## src/rtl/serial_result_select_if.sv

```systemverilog
// Handshake/data bundle between the serial execution units, serial_result_select and its consumer.
// The master side drives start/function/serial bits/ack; the slave side is the selector.
`timescale 1ns/1ps
interface serial_result_select_if #(
  parameter int NUM_CH    = 5,
  parameter int SEL_WIDTH = 3,
  parameter int WIDTH     = 8
);
  logic                 start_i;
  logic [SEL_WIDTH-1:0] f_i;
  logic [NUM_CH-1:0]    results_i;
  logic                 ack_i;
  logic                 sel_bit_o;
  logic                 busy_o;
  logic [WIDTH-1:0]     result_o;
  logic                 valid_o;
  logic                 zero_o;
  logic                 bad_f_o;

  modport master (
    output start_i, f_i, results_i, ack_i,
    input  sel_bit_o, busy_o, result_o, valid_o, zero_o, bad_f_o
  );

  modport slave (
    input  start_i, f_i, results_i, ack_i,
    output sel_bit_o, busy_o, result_o, valid_o, zero_o, bad_f_o
  );
endinterface

```

## src/rtl/serial_result_select.sv

```systemverilog
// Registered serial result selector: picks one 1-bit channel, collects WIDTH bits LSB-first.
// Optional all-zero flag is built when SERIAL_RESULT_ZERO_FLAG_EN is defined.
`timescale 1ns/1ps
module serial_result_select #(
  parameter int NUM_CH     = 5,
  parameter int SEL_WIDTH  = 3,
  parameter int WIDTH      = 8,
  parameter int DEFAULT_CH = 0
) (
  input  logic                  clk_i,
  input  logic                  rst_i,
  serial_result_select_if.slave bus
);
  localparam int CNT_W = $clog2(WIDTH + 1);
  localparam logic [SEL_WIDTH-1:0] DEF_SEL  = SEL_WIDTH'(DEFAULT_CH);
  localparam logic [CNT_W-1:0]     LAST_CNT = CNT_W'(WIDTH - 1);

  typedef enum logic [1:0] {IDLE, RUN, DONE} state_t;

  state_t               r_state;
  state_t               w_state_next;
  logic [SEL_WIDTH-1:0] r_sel;
  logic [CNT_W-1:0]     r_cnt;
  logic [WIDTH-1:0]     r_shift;
  logic                 r_bad;
  logic                 w_accept;
  logic                 w_f_ok;
  logic                 w_sel_bit;

  assign w_f_ok    = (int'(bus.f_i) < NUM_CH);
  assign w_sel_bit = bus.results_i[r_sel];

  // A start is only taken in IDLE, or in DONE when it arrives together with ack.
  always_comb begin
    w_state_next = r_state;
    w_accept     = 1'b0;
    case (r_state)
      IDLE: begin
        if (bus.start_i) begin
          w_accept     = 1'b1;
          w_state_next = RUN;
        end
      end
      RUN: begin
        if (r_cnt == LAST_CNT) w_state_next = DONE;
      end
      DONE: begin
        if (bus.ack_i) begin
          if (bus.start_i) begin
            w_accept     = 1'b1;
            w_state_next = RUN;
          end else begin
            w_state_next = IDLE;
          end
        end
      end
      default: w_state_next = IDLE;
    endcase
  end

  always_ff @(posedge clk_i) begin
    if (rst_i) begin
      r_state <= IDLE;
      r_sel   <= DEF_SEL;
      r_cnt   <= '0;
      r_shift <= '0;
      r_bad   <= 1'b0;
    end else begin
      r_state <= w_state_next;
      if (w_accept) begin
        r_sel   <= w_f_ok ? bus.f_i : DEF_SEL;
        r_bad   <= ~w_f_ok;
        r_cnt   <= '0;
        r_shift <= '0;
      end else if (r_state == RUN) begin
        // New bit enters at the MSB so the first capture ends up in bit 0.
        r_shift <= {w_sel_bit, r_shift[WIDTH-1:1]};
        r_cnt   <= r_cnt + 1'b1;
      end
    end
  end

`ifdef SERIAL_RESULT_ZERO_FLAG_EN
  logic r_zero;

  always_ff @(posedge clk_i) begin
    if (rst_i) begin
      r_zero <= 1'b0;
    end else if (w_accept) begin
      r_zero <= 1'b1;
    end else if (r_state == RUN && w_sel_bit) begin
      r_zero <= 1'b0;
    end
  end

  assign bus.zero_o = (r_state == DONE) & r_zero;
`else
  assign bus.zero_o = 1'b0;
`endif

  assign bus.sel_bit_o = w_sel_bit;
  assign bus.busy_o    = (r_state == RUN);
  assign bus.valid_o   = (r_state == DONE);
  assign bus.result_o  = r_shift;
  assign bus.bad_f_o   = r_bad;
endmodule

```

## src/flat_wrapper.sv

```systemverilog
// flat-port wrapper written by rule: the top's interface ports become plain ports
module serial_result_select_flat 
#(
  parameter int NUM_CH     = 5,
  parameter int SEL_WIDTH  = 3,
  parameter int WIDTH      = 8,
  parameter int DEFAULT_CH = 0
)
  (clk_i, rst_i, bus_start_i, bus_f_i, bus_results_i, bus_ack_i, bus_sel_bit_o, bus_busy_o, bus_result_o, bus_valid_o, bus_zero_o, bus_bad_f_o);
  serial_result_select_if #(.NUM_CH(NUM_CH), .SEL_WIDTH(SEL_WIDTH), .WIDTH(WIDTH)) bus_i ();
  input  logic clk_i;
  input  logic rst_i;
  input wire logic [$bits(bus_i.start_i)-1:0] bus_start_i;
  input wire logic [$bits(bus_i.f_i)-1:0] bus_f_i;
  input wire logic [$bits(bus_i.results_i)-1:0] bus_results_i;
  input wire logic [$bits(bus_i.ack_i)-1:0] bus_ack_i;
  output wire logic [$bits(bus_i.sel_bit_o)-1:0] bus_sel_bit_o;
  output wire logic [$bits(bus_i.busy_o)-1:0] bus_busy_o;
  output wire logic [$bits(bus_i.result_o)-1:0] bus_result_o;
  output wire logic [$bits(bus_i.valid_o)-1:0] bus_valid_o;
  output wire logic [$bits(bus_i.zero_o)-1:0] bus_zero_o;
  output wire logic [$bits(bus_i.bad_f_o)-1:0] bus_bad_f_o;
  assign bus_i.start_i = bus_start_i;
  assign bus_i.f_i = bus_f_i;
  assign bus_i.results_i = bus_results_i;
  assign bus_i.ack_i = bus_ack_i;
  assign bus_sel_bit_o = bus_i.sel_bit_o;
  assign bus_busy_o = bus_i.busy_o;
  assign bus_result_o = bus_i.result_o;
  assign bus_valid_o = bus_i.valid_o;
  assign bus_zero_o = bus_i.zero_o;
  assign bus_bad_f_o = bus_i.bad_f_o;
  serial_result_select #(.NUM_CH(NUM_CH), .SEL_WIDTH(SEL_WIDTH), .WIDTH(WIDTH), .DEFAULT_CH(DEFAULT_CH)) u_core (.clk_i(clk_i), .rst_i(rst_i), .bus(bus_i));
endmodule
```

## config.mk

```make
export PLATFORM = sky130hd
export DESIGN_NAME = serial_result_select_flat
export DESIGN_NICKNAME = d
export VERILOG_FILES = /design/src/rtl/serial_result_select_if.sv /design/src/rtl/serial_result_select.sv /design/src/flat_wrapper.sv
export SDC_FILE = /design/constraint.sdc
export NUM_CORES = 1
export LEC_CHECK = 0
export BUFFER_PORTS_ARGS = -buffer_cell sky130_fd_sc_hd__clkbuf_2
export CAP_MARGIN = 20
export CELL_PAD_IN_SITES_DETAIL_PLACEMENT = 0
export CELL_PAD_IN_SITES_GLOBAL_PLACEMENT = 1
export CORE_ASPECT_RATIO = 2
export CORE_MARGIN = 2
export CORE_UTILIZATION = 29
export DETAILED_ROUTE_END_ITERATION = 16
export PLACE_DENSITY_LB_ADDON = 0.1
export SYNTH_ARGS = -nofsm -noshare
export SYNTH_HDL_FRONTEND = slang
export SYNTH_SLANG_ARGS = --single-unit
```

## constraint.sdc

```tcl
create_clock -name clk_i -period 2.73 [get_ports clk_i]
set_input_delay 0.1365 -clock clk_i [delete_from_list [all_inputs] [get_ports clk_i]]
set_output_delay 0.1365 -clock clk_i [all_outputs]
set_load 0.02 [all_outputs]
```

### Word level (Yosys, flattened, before mapping)

Cells that the tools add are included.

| word-level totals | value |
|---|---|
| output and inout port bits | 13 |
| bits of input ports | 12 |
| register bits | 18 |

| operators by class | value |
|---|---|
| reduce and logical (&&, ||, !) cells | 3 |
| add/sub/neg operators | 1 |
| mux-type cells | 11 |
| order comparisons | 2 |
| bitwise gates (word level) | 1 |
| equality and inequality tests | 6 |

Operator list:

| operator | number |
|---|---|
| two-way mux 2 bit | 3 |
| case mux 2 bit (3 select lines) | 1 |
| adder 4 x 1 -> 4 bit, second input constant | 1 |
| equality test 4 x 3 -> 1 bit, second input constant | 1 |
| less-than comparator 3 x 4 -> 1 bit, second input constant | 1 |
| two-way mux 1 bit | 4 |
| != test 2 bit, second input constant | 2 |
| binary-select mux 1 bit (select 3 bit) | 1 |
| less-than comparator 3 bit, second input constant | 1 |
| two-way mux 3 bit | 1 |
| AND reduction 3 bit | 1 |
| equality test 2 x 1 -> 1 bit, second input constant | 1 |
| equality test 2 bit, second input constant | 1 |
| zero test 2 bit | 1 |
| != test 2 x 1 -> 1 bit, second input constant | 1 |
| case mux 1 bit (2 select lines) | 1 |
| OR reduction 2 bit | 1 |
| inverter 1 bit | 1 |

### Logic depth before layout (Yosys ltp)

Gate-level depths: netlist of the first run.

| depth | value |
|---|---|
| depth in word-level cells | 4 |
| gate-level depth with buffers | 5 |

### Worst setup path before layout of the first run

Ideal clock, no wire load.

| timing | value |
|---|---|
| path kind | register to register |
| from | register u_core.r_state[0] |
| to | register u_core.r_sel[1] |
| clock period less this slack | 1.271 ns |
| slack | 1.459 ns |
| library setup time | 0.070 ns |
| data arrival time | 1.201 ns |
| stages on the path, launching flop included | 5 |
| cells stage by stage | dfxtp_1 -> nand2b_4 -> buf_6 -> or4b_1 -> a21oi_1 |

| between the ends | value |
|---|---|
| cells in the longest elaborated chain, start to end | 2 |
| elaborated cells on any way between the ends | 3 |
| those cells by class | eq/ne (1); mux (1); reduce/logical (1) |

RTL lines:

| element | RTL line | source |
|---|---|---|
| start, declared | serial_result_select.sv:20 | `state_t r_state;` |
| start signal, assigned | serial_result_select.sv:69 | `r_state <= w_state_next;` |
| equality test 2 bit or zero test 2 bit (tied branches) | serial_result_select.sv:37 | `case (r_state)` |
| case mux 1 bit (2 select lines) * | serial_result_select.sv:37 |  |
| end signal, assigned | serial_result_select.sv:71 | `r_sel <= w_f_ok ? bus.f_i : DEF_SEL;` |
| end, declared | serial_result_select.sv:22 | `logic [SEL_WIDTH-1:0] r_sel;` |

Every way passes the cells marked *; elsewhere a longest branch is shown, timed or not.
A chain may end at the register's enable or synchronous reset.

### Worst setup path after layout of the first run

| timing | value |
|---|---|
| from | register u_core.r_state[0] |
| to | output port bus_busy_o |

| between the ends | value |
|---|---|
| cells in the longest elaborated chain, start to end | 1 |

RTL lines:

| element | RTL line | source |
|---|---|---|
| equality test 2 x 1 -> 1 bit | serial_result_select.sv:102 | `assign bus.busy_o = (r_state == RUN);` |
| end, declared | flat_wrapper.sv:18 | `output wire logic [$bits(bus_i.busy_o)-1:0] bus_busy_o;` |

No other way between the ends.

==> results of run 1 <==
cells by family after synthesis:
group           count (synthesis)
fa+ha+maj                       1
flops                          18
other cells                     1
compound gates                 28
simple gates                   33
mux                             2
xor+xnor                        2
buf+inv                        10
area by class of cell:
class | count | area, um2
flip-flops and latches | 18 | 360
well taps | 29 | 36.3
multi-input cells | 67 | 400
inverters | 4 | 15.0
clock buffers | 4 | 55.1
fillers | 297 | 1710
repair buffers | 24 | 123
metrics by stage:
step	utilization	std cells	hold WS (ps)	setup WS [ps]	power, uW
after global routing	0.366	146	127	816	578
after floorplan	-	95	206	1460	318
after global placement	0.346	142	401	1130	336
final	0.366	146	133	990	548
after detailed placement	0.346	142	401	1120	336
after CTS	0.366	146	128	943	558
worst max-delay path, stage by stage (launching register included):
cell and delay, ps:
dfxtp_1 420, nand2b_1 270, inv_1 410, clkbuf_2 250
cell usage after synthesis, types with 2 or more instances:
master / instances / area share
clkbuf_1: 2 / 0.0092
nor2_1: 3 / 0.014
inv_1: 4 / 0.018
o21ai_0: 7 / 0.043
a21oi_1: 14 / 0.086
nand2_1: 16 / 0.074
dfxtp_1: 18 / 0.44
or4b_1: 2 / 0.025
or3_1: 3 / 0.023
buf_2: 2 / 0.012
registers in the layout, indices dropped and copies added, names as in the netlist:
register,flops
u_core.r_state,2
u_core.bus.result_o,8
u_core.r_sel,3
u_core.r_cnt,4
u_core.bus.bad_f_o,1
where the power goes:
| group | total, uW | leakage, uW | internal (uW) | switching [uW] |
|---|---|---|---|---|
| Sequential | 275 | 0.000146 | 268 | 6.41 |
| Combinational | 53.8 | 0.000225 | 21.2 | 32.6 |
| Clock | 219 | 0.0000288 | 128 | 91.1 |
worst paths after layout:
kind                                  startpoint                             endpoint  slack (ps)  cells after the start
max               u_core.r_state[0]$_SDFFE_PP0P_                           bus_busy_o         990                      3
min                                        rst_i      u_core.bus.bad_f_o$_SDFFE_PP0P_         130                      2
max reg2reg       u_core.r_state[1]$_SDFFE_PP0P_  u_core.bus.result_o[7]$_SDFFE_PP0P_        1170                      4
min reg2reg  u_core.bus.result_o[3]$_SDFFE_PP0P_  u_core.bus.result_o[2]$_SDFFE_PP0P_         470                      2
metal layers:
layer	vias to the layer above	part of all wire	GRT usage
li1	373	-	-
met1	322	0.40	0.124
met2	17	0.54	0.214
met3	2	0.048	0.0250
met4	0	0.012	0.0581
met5	-	0	0
layout by cell type (no fill, tap or decap), types with 2 or more instances in the layout:
cell      synthesis  final
clkbuf_2          0     23
dfxtp_1          18     18
nand2_1          16     16
a21oi_1          14     14
o21ai_0           7      7
inv_1             4      4
clkbuf_8          0      4
nor2_1            3      3
or3_1             3      3
or4b_1            2      2
==> results.tsv, run 1 <==
metric	value	unit
outcome	finished clean	
vias per cell	4.89	
Synth Area in Adders	0.0154	
core area	2700	um2
length of the first detailed-routing pass in iterations	4	
Post-CTS Repair Setup Buffers	0	
Fmax achieved	575	MHz
die area	3260	um2
Post-Synthesis Mean Instance Area	8.55	um2
# setup viols final	0	
width of the die	41.4	um
share of synthesized area spent on multiplexers	0.0262	
GP Congestion	0.756	
post-layout minimum cycle time	1740	ps
clock transition at the register clock pins on the worst setup and hold paths after CTS	70	ps
setup repair after global routing missed its margin	no	
CTS root buffer	clkbuf_8	
number of different library cells in the post-synthesis netlist	34	
Vias	714	
share of async-settable or async-resettable flops after synthesis	0	
Data required, critical path	2590	ps
effective utilization at floorplan	0.300	
setup skew after layout	2.09	ps
CTS tree	yes	
top fanout value on the critical path	12	
cts bufs inserted	3	
XOR/XNOR share of the synthesized area	0.0216	
total placed instance area	935	um2
Primary FF master, synth	dfxtp_1	
count of buffers from port buffering	23	
area fraction in and, or, nand and nor cells after synthesis	0.227	
layout overhead on the synthesized area	21.9	%
DP HPWL	1400	um
leakage power figure	0.000400	uW
Syn Inst Count	95	
quantity of gates resized following cts	0	
critical path startpoint category	flop	
number of placement rows	27	
Final ANT Viol Nets	0	
total number of H-tree levels	1	
total number of clock tree sinks	18	
NumNets Final	131	
maximum vdd ir drop	0.272	mV
count of pins on the block boundary	25	
insertion delay of the later-clocked pin in the worst-skew pair	250	ps
antenna violations before repair	0	
Ant. Diodes	0	
sequential cell area fraction in the yosys report	0.444	
height of the chip	78.8	um
Max Cap Viol	0	
pin slew with the least headroom to its limit	800	ps
proportion of layout cells with a drive suffix above 1	0.256	
data arrival time of the critical path	1600	ps
pin count of the biggest net entering global routing	13	
Slew Limit Headroom	0.463	
wire length of the first global-routing pass	2990	um
post-route setup TNS	0	ps
overflow left after global routing	0	
wirelength, routed	1850	um
maximum buffer depth of the clock tree	2	
category of the worst setup path capture point	output port	
Cell Pwr Density	553	nW/um2
cell area after synthesis	812	um2
Final Hold Violating Endpoints	0	
post-route cell area	990	um2
class of the tightest hold or removal check	input port to flop	
compound-gate portion of the synthesized area	0.199	
Synth warnings	0	
largest family of logic cells by synthesized area	simple AND/OR/NAND/NOR gates	
number of global-route vias before repair	658	
Synth Net Count	108	
Post-CTS Hold Fix Bufs	0	
share of the clock period used by the worst path	0.637	
Tot GR Track Use	0.118	
count of flip-flops with a built-in enable after synthesis	0	
drt first-iter violations	11	
post-route DRC violation count	0	
per-cell routed wire length	12.7	um
worst setup path category	flop to output port	
number of register bits inferred by synthesis	18	
Max Slew Vio Count	0	
No activity file was read; power rests on OpenSTA's default activity.
==> run 2, diff against run 1 <==
ABC_AREA = 1   (was unset)
clock period = 1.56 ns   (was 2.73 ns; I/O delays follow)
==> run 2 against run 1 <==
Net effect:
- final cell count up 12%
- worst hold slack worse by 130 ps
- global-route usage down 0.86 points
- clock skew about the same
- area after synthesis up 2.0%
- power up 69%
- clock power up 48%
- sequential cell count unchanged
- combinational power up 120%
- final area up 0.89%
- core utilization down 0.13 points
- setup slack worse by 780 ps
==> results.tsv, run 2 <==
metric	value	unit
most frequently used cell type in the post-synthesis netlist	nand2_1	
number of global-route vias before repair	678	
NumNets Final	149	
count of buffers from port buffering	23	
final instance count without filler cells	163	
effective utilization at floorplan	0.303	
count of flip-flops with a built-in enable after synthesis	0	
Syn Inst Count	110	
commonest non-fill, non-tap cells in the layout	nand2_1, clkbuf_2, dfxtp_1, inv_1	
worst reg2reg path depth	7	
core area	2740	um2
utilization after layout	0.365	
post-route DRC violation count	0	
setup repair after global routing missed its margin	no	
Cell Pwr Density	926	nW/um2
Data required, critical path	1480	ps
Final Hold Violating Endpoints	0	
list of most frequent post-synthesis cells	nand2_1, dfxtp_1, inv_1	
Max Cap Viol	0	
Fmax achieved	741	MHz
Post-CTS Hold Fix Bufs	0	
maximum single-stage delay on the critical path	340	ps
category of the worst setup path capture point	output port	
CTS tree	yes	
per-cell routed wire length	10.3	um
vias per cell	4.48	
Critical-path top delay cell	dfxtp_1	
reg2reg start	u_core.r_state[0]$_SDFFE_PP0P_	
most common cell after layout, fill and taps aside	nand2_1	
number of instances in the placed design	160	
overflow left after global routing	0	
number of different library cells in the post-synthesis netlist	23	
share of async-settable or async-resettable flops after synthesis	0	
share of the clock period used by the worst path	0.865	
clock transition at the register clock pins on the worst setup and hold paths after CTS	70	ps
die area	3330	um2
buffering stage count on the worst path with inverters included	3	
drt first-iter violations	16	
total area of multi-input combinational cells	374	um2
Synth warnings	0	
layout overhead on the synthesized area	20.5	%
critical path startpoint category	flop	
maximum vdd ir drop	0.464	mV
DP HPWL	1280	um
Primary FF master, synth	dfxtp_1	
Worst Hold End	u_core.r_state[1]$_SDFFE_PP0P_	
Synth Net Count	123	
Post-CTS Repair Setup Buffers	0	
top cell type's share of synthesized area	0.435	
number of placement rows	27	
top cells by area, synth	dfxtp_1, nand2_1, inv_1	
pin count of the biggest net entering global routing	16	
cell area after synthesis	828	um2
cell taking the most area after synthesis	dfxtp_1	
sequential cell area fraction in the yosys report	0.435	
Storage cell area	360	um2
count of pins on the block boundary	25	
number of cells traversed by the worst hold path	2	
top fanout value on the critical path	11	
number of flip-flops under the largest register name	8	
Max Slew Vio Count	0	
Ant. Diodes	0	
series of cell instances along the critical path	inv_2 > nor2_4 > buf_4 > clkbuf_2	
width of the die	41.8	um
total number of clock tree sinks	18	
number of register bits inferred by synthesis	18	
# setup viols final	0	
total number of H-tree levels	1	
outcome	finished clean	
worst setup path category	flop to output port	
length of the first detailed-routing pass in iterations	4	
post-layout minimum cycle time	1350	ps
wire length of the first global-routing pass	2810	um
Final ANT Viol Nets	0	
Vias	731	
data arrival time of the critical path	1270	ps
GP Congestion	0.652	
height of the chip	79.6	um
reg-to-reg setup timing slack	430	ps
post-route setup TNS	0	ps
wirelength, routed	1680	um
Tot GR Track Use	0.109	
cts bufs inserted	3	
CP delay by family, top	buffers and inverters	
setup skew after layout	1.73	ps
insertion delay of the later-clocked pin in the worst-skew pair	250	ps
maximum buffer depth of the clock tree	2	
total of fill cells in the finished design	300	
FF-to-FF End	u_core.bus.result_o[7]$_SDFFE_PP0P_	
CTS root buffer	clkbuf_8	
class of the tightest hold or removal check	input port to flop	
antenna violations before repair	0	
quantity of gates resized following cts	0	
proportion of layout cells with a drive suffix above 1	0.306	
leakage power figure	0.000445	uW
Post-Synthesis Mean Instance Area	7.53	um2
startpoint of the most critical hold path	rst_i	
[run 2: changes by cell type in the layout (fill, tap and decap cells not counted), moves of 4 or more]
cell,before,now
a21oi_1,14,5
a21oi_2,0,6
inv_1,4,14
nand2_1,16,34
nand3_1,1,5
o21ai_0,7,1
[run 2: metal layers]
layer / vias up / global-route usage / part of all wire
li1: 392 / - / -
met1: 319 / 0.115 / 0.42
met2: 16 / 0.194 / 0.53
met3: 4 / 0.0204 / 0.031
met4: 0 / 0.0677 / 0.021
met5: - / 0 / 0
[run 2: kinds of logic after synthesis]
kind of cell / after synthesis / share of synthesized area
and+or+nand+nor: 52 / 0.282
buffers and inverters: 20 / 0.113
DFF: 18 / 0.435
AOI/OAI and AO/OA: 17 / 0.139
xor gates and xnor gates: 1 / 0.0106
adders and majority gates: 1 / 0.0151
other: 1 / 0.00453
[run 2: final cells by class]
class | count | area share
timing repair buffer | 24 | 0.123
inverter | 17 | 0.0639
sequential | 18 | 0.361
clock buffer | 3 | 0.0414
multi-input combinational | 72 | 0.375
tap | 29 | 0.0363
[run 2: per-stage QoR]
stage / hold slack [ps] / total power, uW / worst slack (ps) / instance area, um2
finish: 8.34 / 924 / 211 / 998
global placement: 281 / 611 / 416 / 957
global route: 3.52 / 970 / 125 / 998
floorplan: 147 / 578 / 531 / 828
detailed placement: 280 / 612 / 435 / 957
CTS: 6.20 / 940 / 191 / 998
[run 2: worst max-delay path by stage]
stage / endpoint / slack (ps) / start / depth (start not counted)
2_1_floorplan: u_core.r_state[1]$_SDFFE_PP0P_ / 530 / u_core.r_state[1]$_SDFFE_PP0P_ / 4
3_3_place_gp: u_core.r_cnt[2]$_SDFFE_PP0P_ / 420 / u_core.r_state[1]$_SDFFE_PP0P_ / 5
3_5_place_dp: u_core.bus.result_o[7]$_SDFFE_PP0P_ / 430 / u_core.r_state[0]$_SDFFE_PP0P_ / 7
4_1_cts: bus_busy_o / 190 / u_core.r_state[0]$_SDFFE_PP0P_ / 4
5_1_grt: bus_busy_o / 130 / u_core.r_state[0]$_SDFFE_PP0P_ / 4
6_report: bus_busy_o / 210 / u_core.r_state[0]$_SDFFE_PP0P_ / 4
[run 2: worst reg2reg max path, delay by kind of cell (launching register included)]
family                 cells  cell delay, ps
and+or+nand+nor            4             420
buffers and inverters      3             310
DFF                        1             340
[run 2: report_power, final]
group / total (uW) / internal [uW] / switching (uW)
Clock: 325 / 172 / 154
Sequential: 479 / 471 / 7.63
Combinational: 120 / 40.6 / 79.8
Total: 924 / 683 / 241
